--- src/rtl/apu_pkg.sv ---
// Shared APU constants: default counter widths and the length-load decode.
package apu_pkg;

  localparam int unsigned LIN_WIDTH_D = 7;
  localparam int unsigned LEN_WIDTH_D = 8;

  localparam logic [7:0] LEN_TABLE [32] = '{
    8'd10,  8'd254, 8'd20,  8'd2,   8'd40,  8'd4,   8'd80,  8'd6,
    8'd160, 8'd8,   8'd60,  8'd10,  8'd14,  8'd12,  8'd26,  8'd14,
    8'd12,  8'd16,  8'd24,  8'd18,  8'd48,  8'd20,  8'd96,  8'd22,
    8'd192, 8'd24,  8'd72,  8'd26,  8'd16,  8'd28,  8'd32,  8'd30
  };

  function automatic logic [7:0] len_decode(input logic [4:0] idx);
    return LEN_TABLE[idx];
  endfunction

endpackage

--- src/rtl/apu_length_counter.sv ---
// Length counter shared by the APU channels: load, halt-gated decrement,
// held at zero while the channel is disabled.
module apu_length_counter #(
  parameter int unsigned WIDTH = 8
) (
  input  logic             clk,
  input  logic             reset,
  input  logic             load,
  input  logic [WIDTH-1:0] loadValue,
  input  logic             halt,
  input  logic             enable,
  input  logic             tick,
  output logic [WIDTH-1:0] count
);

  // Disable beats load, and load beats a same-cycle decrement.
  always_ff @(posedge clk) begin
    if (reset) begin
      count <= '0;
    end else if (!enable) begin
      count <= '0;
    end else if (load) begin
      count <= loadValue;
    end else if (tick && !halt && (count != '0)) begin
      count <= count - WIDTH'(1);
    end
  end

endmodule

--- src/rtl/apu_duration_counter.sv ---
// Linear counter plus length counter gating a waveform channel's sequencer.
// Build option: APU_LENGTH_TABLE_EN selects table-decoded length loads.
module apu_duration_counter
  import apu_pkg::*;
#(
  parameter int unsigned LIN_WIDTH       = LIN_WIDTH_D,
  parameter int unsigned LEN_WIDTH       = LEN_WIDTH_D,
  parameter int unsigned HALT_IS_CONTROL = 1
) (
  input  logic                 clk,
  input  logic                 reset,
  input  logic                 lin_wr,
  input  logic                 ctrl_in,
  input  logic [LIN_WIDTH-1:0] reload_in,
  input  logic                 len_wr,
  input  logic [LEN_WIDTH-1:0] len_in,
  input  logic                 len_halt,
  input  logic                 enable,
  input  logic                 qtr_tick,
  input  logic                 half_tick,
  output logic [LIN_WIDTH-1:0] linear_count,
  output logic [LEN_WIDTH-1:0] length_count,
  output logic                 length_nz,
  output logic                 active
);

  logic                 ctrlFlag;
  logic                 reloadFlag;
  logic [LIN_WIDTH-1:0] reloadValue;
  logic [LIN_WIDTH-1:0] linearCount;
  logic [LEN_WIDTH-1:0] lenLoad;
  logic                 haltSrc;

  always_comb begin
`ifdef APU_LENGTH_TABLE_EN
    lenLoad = LEN_WIDTH'(len_decode(len_in[4:0]));
`else
    lenLoad = len_in;
`endif
  end

  assign haltSrc = (HALT_IS_CONTROL != 0) ? ctrlFlag : len_halt;

  // Ticks see pre-write flag/reload; a length write re-arms the flag over a clear.
  always_ff @(posedge clk) begin
    if (reset) begin
      ctrlFlag    <= 1'b0;
      reloadFlag  <= 1'b0;
      reloadValue <= '0;
      linearCount <= '0;
    end else begin
      if (qtr_tick) begin
        if (reloadFlag) begin
          linearCount <= reloadValue;
        end else if (linearCount != '0) begin
          linearCount <= linearCount - LIN_WIDTH'(1);
        end
      end
      if (len_wr) begin
        reloadFlag <= 1'b1;
      end else if (qtr_tick && !ctrlFlag) begin
        reloadFlag <= 1'b0;
      end
      if (lin_wr) begin
        ctrlFlag    <= ctrl_in;
        reloadValue <= reload_in;
      end
    end
  end

  apu_length_counter #(
    .WIDTH (LEN_WIDTH)
  ) lengthCounter (
    .clk       (clk),
    .reset     (reset),
    .load      (len_wr),
    .loadValue (lenLoad),
    .halt      (haltSrc),
    .enable    (enable),
    .tick      (half_tick),
    .count     (length_count)
  );

  assign linear_count = linearCount;
  assign length_nz    = (length_count != '0);
  assign active       = enable && (linearCount != '0) && (length_count != '0);

endmodule

--- config.mk ---
export PLATFORM = sky130hd
export DESIGN_NAME = apu_duration_counter
export DESIGN_NICKNAME = d
export VERILOG_FILES = /design/src/rtl/apu_pkg.sv /design/src/rtl/apu_length_counter.sv /design/src/rtl/apu_duration_counter.sv
export SDC_FILE = /design/constraint.sdc
export NUM_CORES = 1
export LEC_CHECK = 0
export CAP_MARGIN = 15
export CORE_ASPECT_RATIO = 2
export CORE_UTILIZATION = 47
export DETAILED_ROUTE_END_ITERATION = 8
export PLACE_DENSITY = 0.87
export SLEW_MARGIN = 40
export SYNTH_ARGS = -nofsm -noshare
export SYNTH_HDL_FRONTEND = slang
export SYNTH_HIERARCHICAL = 1
export SYNTH_SLANG_ARGS = --single-unit
--- constraint.sdc ---
create_clock -name clk -period 2.2 [get_ports clk]
set_input_delay 0.44 -clock clk [delete_from_list [all_inputs] [get_ports clk]]
set_output_delay 0.44 -clock clk [all_outputs]
set_load 0.02 [all_outputs]
Word level (Yosys, flattened, before mapping)
Cells that the tools add are included.
{"block": "totals", "register_bits": 24, "out_inout_bits": 17, "word_cells": 27}
{"block": "classes", "addsub": 2, "mux": 6, "bitwise": 1, "reduce_logical": 13}
{"cell": "8-bit two-way mux", "n": 2}
{"cell": "7-bit two-way mux", "n": 2}
{"cell": "8-bit nonzero test", "n": 1}
{"cell": "8-bit by 1-bit subtractor with 8-bit output (second input constant)", "n": 1}
{"cell": "7-bit nonzero test", "n": 1}
{"cell": "7-bit by 1-bit subtractor with 7-bit output (second input constant)", "n": 1}
{"cell": "2-bit nonzero test", "n": 3}
{"cell": "1-bit logical AND", "n": 5}
{"cell": "1-bit two-way mux", "n": 2}
{"cell": "2-bit AND reduction", "n": 1}
{"cell": "2-bit OR reduction", "n": 1}
{"cell": "1-bit zero test", "n": 1}
{"cell": "1-bit inverter", "n": 1}

Longest topological paths before layout
Gate-level depths: netlist of run 1.
{"block": "depth", "depth_word": 5, "depth_mapped": 6}

Cells and area by module
Netlist of run 1, hierarchy kept.
{"mod": "apu_duration_counter", "n_inst": 1, "cells_per_inst": 95, "area_per_inst_um2": 835.8, "seq_area_each_um2": 320.3}
{"mod": "apu_length_counter", "n_inst": 1, "cells_per_inst": 62, "area_per_inst_um2": 548.0, "seq_area_each_um2": 160.2}

Worst setup path after synthesis of run 1
No wires, ideal clock.
{"block": "synth_timing", "path_type": "register -> register", "startpoint": "register lengthCounter.count[0]", "endpoint": "register lengthCounter.count[4]", "setup_ns": 0.086, "arrival_ns": 1.717, "required_time_ns": 2.114, "path_slack_ns": 0.397, "path_stages_with_launch": 7, "path_buffers": 0, "period_less_slack_ns": 1.803, "cell_sequence": "dfxtp_1 inv_1 ha_1 nor3b_2 a2111oi_1 xnor2_1 a211oi_1"}
{"block": "synth_between", "elab_chain_len": 3}
{"element": "from (decl)", "line_no": "apu_length_counter.sv:13", "source": "output logic [WIDTH-1:0] count"}
{"element": "from (signal assigned)", "line_no": "apu_length_counter.sv:23", "source": "count <= loadValue;"}
{"element": "from (signal assigned)", "line_no": "apu_length_counter.sv:25", "source": "count <= count - WIDTH'(1);"}
{"element": "8-bit by 1-bit subtractor with 8-bit output / 8-bit nonzero test (equally long branches)", "line_no": "apu_length_counter.sv:25, apu_length_counter.sv:24"}
{"element": "8-bit two-way mux / 1-bit logical AND (equally long branches)", "line_no": "apu_length_counter.sv:24", "source": "end else if (tick && !halt && (count != '0)) begin"}
{"element": "8-bit two-way mux / 2-bit nonzero test (equally long branches)"}
Parallel ways exist; a longest one is shown, timed or not. The select of a mux whose other input is x is not followed.
A chain may end at the register's enable or synchronous reset.

Final worst setup path of run 1
Same ends and word-level chain as after synthesis.

==> results.yml, run 1 <==
timing:
  finalMaxSlewViolations: 0
  fin_skew_ns: 0.00298
  worst_pin_slew_ns: 0.603
  slew_headroom_pct: 59.7
  rsz0062_at_grt: "false"
  period_share_pct: 93.8
  setup_slack_ns: 0.136
  fin_crit_ns: 2.06
  fmaxAchievable_mhz: 485
  setup_viol: 0
  holdWs_ns: 0.499
  setup_tns_ns: 0
  finalHoldViolCount: 0
floorplanning:
  die_height_um: 78.7
  rows: 27
  fp.coreArea_sq_um: 2770
  die-area_sq_um: 3180
  die_x_um: 40.4
  ioPinCount: 41
  start_util_pct: 50.0
status:
  status: "complete, no violations"
placed_design:
  dp_slack_ns: -0.0121
  globalplace.congestion: 0.824
  dp_hpwl_um: 2930
  port_buffers: 39
  placedCellCount: 224
clock_tree:
  cts_hold_buffers: 0
  htreeDepth: 1
  clock_tree.buffer_depth: 2
  numCtsBuffers: 3
  ctsRootBufferMaster: "clkbuf_8"
  cts_tree: "built"
  clk_latency_ns: 0.26
  clock_sinks: 24
  cts.clk_slew.worst_paths_ns: 0.08
finish:
  fin_util_pct: 68.4
  layout-drive-gt1-share_pct: 13.0
  mostFrequentLayoutCells: "clkdlybuf4s50_1, dfxtp_1, nor2_1"
  area_growth_syn_to_layout_pct: 36.9
  final_nets: 229
  final_cell_count_no_fill: 229
  fillerInstances: 229
  diodes: 0
  layout_commonest_cell: "clkdlybuf4s50_1"
synthesis:
  synthFlopType: "dfxtp_1"
  ys_ff_latch: 24
  syn_nets: 185
  syn_area_per_cell_sq_um: 8.81
  yosys_warnings: 6
  synth_cells: 157
  synth.distinct_cells: 48
  synth_edf_count: 0
  synthArstFlopShare_pct: 0
  synth-seq-area-share_pct: 34.7
  syn_area_sq_um: 1380
drt:
  drtIter0Drc: 35
  drtPass1Iterations: 4
  ant_nets: 0
  drt-total-wl_um: 3740
  viasPerCell: 5.92
  wire_per_inst_um: 16.3
  drc: 0
  vias: 1356
worst_setup_path:
  crit_chain: "inv_1 -> ha_1 -> nor3b_2 -> a2111oi_1 -> xnor2_1 -> a211oi_1"
  crit_slowest_cell: "a2111oi_1"
  end_kind: "flop"
  timing.reg2reg.setup_slack_ns: 0.14
  arrival_ns: 2.24
  path_max_fanout: 5
  critical_path_class: "reg2reg"
  cpPeakStageDelay_ns: 0.62
  cp.required_ns: 2.38
  cp-start-kind: "flop"
global_routing:
  gr-total-overflow: 0
  grt_max_degree: 18
  gr-usage-all-layers_pct: 25.4
  grt_pass1_vias: 1414
  grt_pass1_wl_um: 5780
  grt_antenna_before_repair: 0
power:
  p_int_w: 0.00103
  power.density_nw_per_um2: 851
  p_leak_nw: 0.743
  switching_share_pct: 36.4
  power_frac_seq_pct: 34.6
  p_sw_w: 0.000587
  power_frac_clock_pct: 18.4
  comb_power_share_pct: 47.0
  irDropWorstVdd_uv: 490
min_path:
  hold_path.class: "reg2reg"
job:
  maxCapViolCount: 0
-- synthesized netlist by cell type, drive strengths merged (4+ instances only) --
master,count,area share (%)
dfxtp,24,35
nor2,20,6.0
mux2i,10,7.2
inv,9,2.4
a21oi,8,3.2
nand2,8,2.2
a211oi,6,4.5
clkbuf,6,1.6
nand2b,5,2.3
nor2b,5,2.3
nor4,5,3.2
a31oi,4,1.8
buf,4,1.4
ha,4,3.6
o21ai,4,1.4
-- critical path, delay by kind of cell, from the launching register on --
family / cells / cell delay [ns]
AO/OA/AOI/OAI: 2 / 0.88
XOR/XNOR: 1 / 0.12
adder cells (fa/ha/maj): 1 / 0.23
buffers and inverters: 1 / 0.10
flip-flops: 1 / 0.46
AND/OR/NAND/NOR: 1 / 0.19
-- final timing paths --
check,start,endpoint,cells after the start
max,lengthCounter/count[0],lengthCounter/count[4],6
min,reloadValue[3],linear_count[3],2
max reg2reg,lengthCounter/count[0],lengthCounter/count[4],6
min reg2reg,reloadValue[3],linear_count[3],2
-- per-layer routing --
layer / vias to the layer above / routed length, um / track usage, %
met1: 641 / 1350 / 23.6
met4: 0 / 87 / 11.0
met2: 51 / 2170 / 48.4
li1: 654 / - / -
met3: 10 / 139 / 3.07
met5: - / 0 / 0
-- timing repair --
action,CTS,global route
gates resized for setup,1,2
endpoints found under the setup margin,1,1
setup buffers,1,0
-- sequential cells by signal (all words and copies together) (netlist names) --
signal and flops:
ctrlFlag 1, linear_count 7, reloadValue 7, lengthCounter/count 8
reloadFlag 1
-- cell families (layout without fill, tap and decap cells) --
family,after synthesis,count (layout),synth area share [%]
buf+inv,19,62,5.42
compound gates,35,35,19.1
mux,10,10,7.23
simple gates,61,61,27.4
flops,24,24,34.7
fa+ha+maj,4,4,3.62
xor+xnor,4,4,2.53
-- power by group through the flow --
stage / clock, W / sequential (W) / combinational [W]
finish: 0.000297 / 0.000557 / 0.000758
global placement: 0 / 0.000561 / 0.000700
global route: 0.000322 / 0.000564 / 0.000811
detailed placement: 0 / 0.000567 / 0.000734
CTS: 0.000306 / 0.000557 / 0.000755
floorplan: 0 / 0.000609 / 0.000413
-- per-stage QoR --
stage / power (W) / cell area (sq um)
2_1_floorplan: 0.00102 / 1380
3_3_place_gp: 0.00126 / 1840
3_5_place_dp: 0.00130 / 1840
4_1_cts: 0.00162 / 1900
5_1_grt: 0.00170 / 1890
6_report: 0.00161 / 1890
-- layout make-up --
| cell class | instances | area [sq um] | area share, % |
|---|---|---|---|
| Timing Repair Buffer | 49 | 460 | 24.3 |
| Clock buffer | 4 | 55.1 | 2.91 |
| Tap cell | 29 | 36.3 | 1.92 |
| Sequential cell | 24 | 480 | 25.4 |
| Multi-Input combinational cell | 114 | 828 | 43.7 |
| Inverter | 9 | 33.8 | 1.78 |
No activity file was read; power rests on OpenSTA's default activity.
==> run 2, diff against run 1 <==
--- a/config.mk
+++ b/config.mk
@@ -9,6 +9,7 @@
 export CORE_ASPECT_RATIO = 2
 export CORE_UTILIZATION = 47
 export DETAILED_ROUTE_END_ITERATION = 8
+export GPL_ROUTABILITY_DRIVEN = 0
 export PLACE_DENSITY = 0.87
 export SLEW_MARGIN = 40
 export SYNTH_ARGS = -nofsm -noshare
==> results of run 2 <==
No change in the layout: final DEF, timing and power equal those of run 1.
==> run 3, diff against run 2 <==
--- a/config.mk
+++ b/config.mk
@@ -11,6 +11,7 @@
 export DETAILED_ROUTE_END_ITERATION = 8
 export GPL_ROUTABILITY_DRIVEN = 0
 export PLACE_DENSITY = 0.87
+export REMOVE_ABC_BUFFERS = 1
 export SLEW_MARGIN = 40
 export SYNTH_ARGS = -nofsm -noshare
 export SYNTH_HDL_FRONTEND = slang
==> run 3 against run 2 <==
Combinational power down 4.6%. Sequential power barely moved. Clock power about the same. Worst setup slack worse by 0.035 ns. Non-clock buffer count unchanged. Worst hold slack got worse by 0.0093 ns. First-iteration DRC count grew 74%. Routed wire length is 1.5% higher. Clock-buffer cell count did not move. Final cell count did not move. Critical path type is now reg2out. Largest cell class unchanged.
==> results.yml, run 3 (synthesis gave the netlist of run 1 again) <==
timing:
  setup_viol: 0
  period_share_pct: 95.4
  finalMaxSlewViolations: 0
  fin_skew_ns: 0.00208
  finalHoldViolCount: 0
  worst_pin_slew_ns: 0.556
  fin_crit_ns: 2.10
  holdWs_ns: 0.490
  slew_headroom_pct: 62.8
  fmaxAchievable_mhz: 477
  rsz0062_at_grt: "false"
  setup_tns_ns: 0
power:
  p_leak_nw: 0.745
  irDropWorstVdd_uv: 497
  p_int_w: 0.00101
  p_sw_w: 0.000574
  power_frac_seq_pct: 35.3
  comb_power_share_pct: 45.8
  switching_share_pct: 36.3
  power_frac_clock_pct: 18.9
  power.density_nw_per_um2: 831
clock_tree:
  clock_tree.buffer_depth: 2
  numCtsBuffers: 3
  clock_sinks: 24
  htreeDepth: 1
  cts.clk_slew.worst_paths_ns: 0.08
  cts_tree: "built"
  clk_latency_ns: 0.26
  ctsRootBufferMaster: "clkbuf_8"
  cts_setup_buffers: 0
floorplanning:
  die-area_sq_um: 3180
  ioPinCount: 41
  die_x_um: 40.4
  die_height_um: 78.7
  rows: 27
  fp.coreArea_sq_um: 2770
  start_util_pct: 50.0
finish:
  largest_reg_flops: 8
  final_nets: 229
  regMostFlops: "lengthCounter/count"
  layout_commonest_cell: "clkdlybuf4s50_1"
  layout-drive-gt1-share_pct: 13.5
  area_growth_syn_to_layout_pct: 37.3
  final_cell_count_no_fill: 229
  diodes: 0
  fillerInstances: 240
  mostFrequentLayoutCells: "clkdlybuf4s50_1, dfxtp_1, nor2_1"
worst_setup_path:
  arrival_ns: 1.66
  cp-start-kind: "flop"
  worstRegToRegCells: 6
  end_kind: "primary output"
  cp.required_ns: 1.76
  critical_path_class: "reg2out"
  path_max_fanout: 5
global_routing:
  grt_pass1_vias: 1397
  gr-usage-all-layers_pct: 26.0
  grt_antenna_before_repair: 0
  grt_max_degree: 18
  grt_pass1_wl_um: 6000
  gr-total-overflow: 0
placed_design:
  placedCellCount: 225
  port_buffers: 39
  dp_hpwl_um: 2850
drt:
  drc: 0
  drt-total-wl_um: 3800
  vias: 1409
  ant_nets: 0
  drtPass1Iterations: 4
  wire_per_inst_um: 16.6
  drtIter0Drc: 61
  viasPerCell: 6.15
min_path:
  min_path_cells: 2
  hold_path.class: "reg2reg"
job:
  maxCapViolCount: 0
status:
  status: "complete, no violations"
run 3: cell count changes in the layout (fill, tap and decap cells not counted):
cell	delta
nor4_2	+1
nor4_1	-1
run 3: layer usage:
metal	up-vias	share of wire, %	GRT usage (%)
met1	672	36	26.3
li1	656	-	-
met3	14	5.9	3.91
met2	67	55	45.2
met4	0	3.2	15.0
met5	-	0	0
run 3: repair_timing:
item                                    CTS  global route
hold buffers                              0             0
gates resized for setup                   2             2
endpoints found under the setup margin    1             2
cloned                                    0             0
run 3: worst paths after layout:
check / startpoint / end / slack, ns
setup / recovery: lengthCounter/count[0] / length_nz / 0.10
hold / removal: reloadValue[3] / linear_count[3] / 0.49
setup reg to reg: lengthCounter/count[0] / lengthCounter/count[4] / 0.23
hold reg to reg: reloadValue[3] / linear_count[3] / 0.49
run 3: metrics by stage:
step | utilization (%) | setup slack, ns | cell area (sq um) | power [W]
3_5_place_dp | 66.6 | -0.0386 | 1840 | 0.00128
4_1_cts | 68.6 | 0.0176 | 1900 | 0.00158
2_1_floorplan | - | 0.384 | 1340 | 0.00101
6_report | 68.6 | 0.101 | 1900 | 0.00158
3_3_place_gp | 66.6 | 0.0627 | 1840 | 0.00125
5_1_grt | 68.6 | 0.00446 | 1900 | 0.00166
run 3: power by group through the flow:
stage,Clock (W),Sequential [W],Combinational [W]
after floorplan,0,0.000613,0.000394
after global placement,0,0.000561,0.000690
after detailed placement,0,0.000564,0.000719
after CTS,0.000303,0.000554,0.000722
after global routing,0.000319,0.000563,0.000781
final,0.000299,0.000557,0.000723
run 3: cell type report:
class / count / area, sq um / share of cell area, %
clock buffer: 4 / 55.1 / 2.90
inverter: 9 / 33.8 / 1.78
timing repair buffer: 49 / 460 / 24.2
tap: 29 / 36.3 / 1.91
multi-input combinational: 114 / 835 / 43.9
sequential: 24 / 480 / 25.3
run 3: worst max-delay path, cell delays in order, from the launching register on:
cell and delay (ns):
dfxtp_1 0.37, nor4_1 0.33, nand2_1 0.14, clkdlybuf4s50_1 0.56
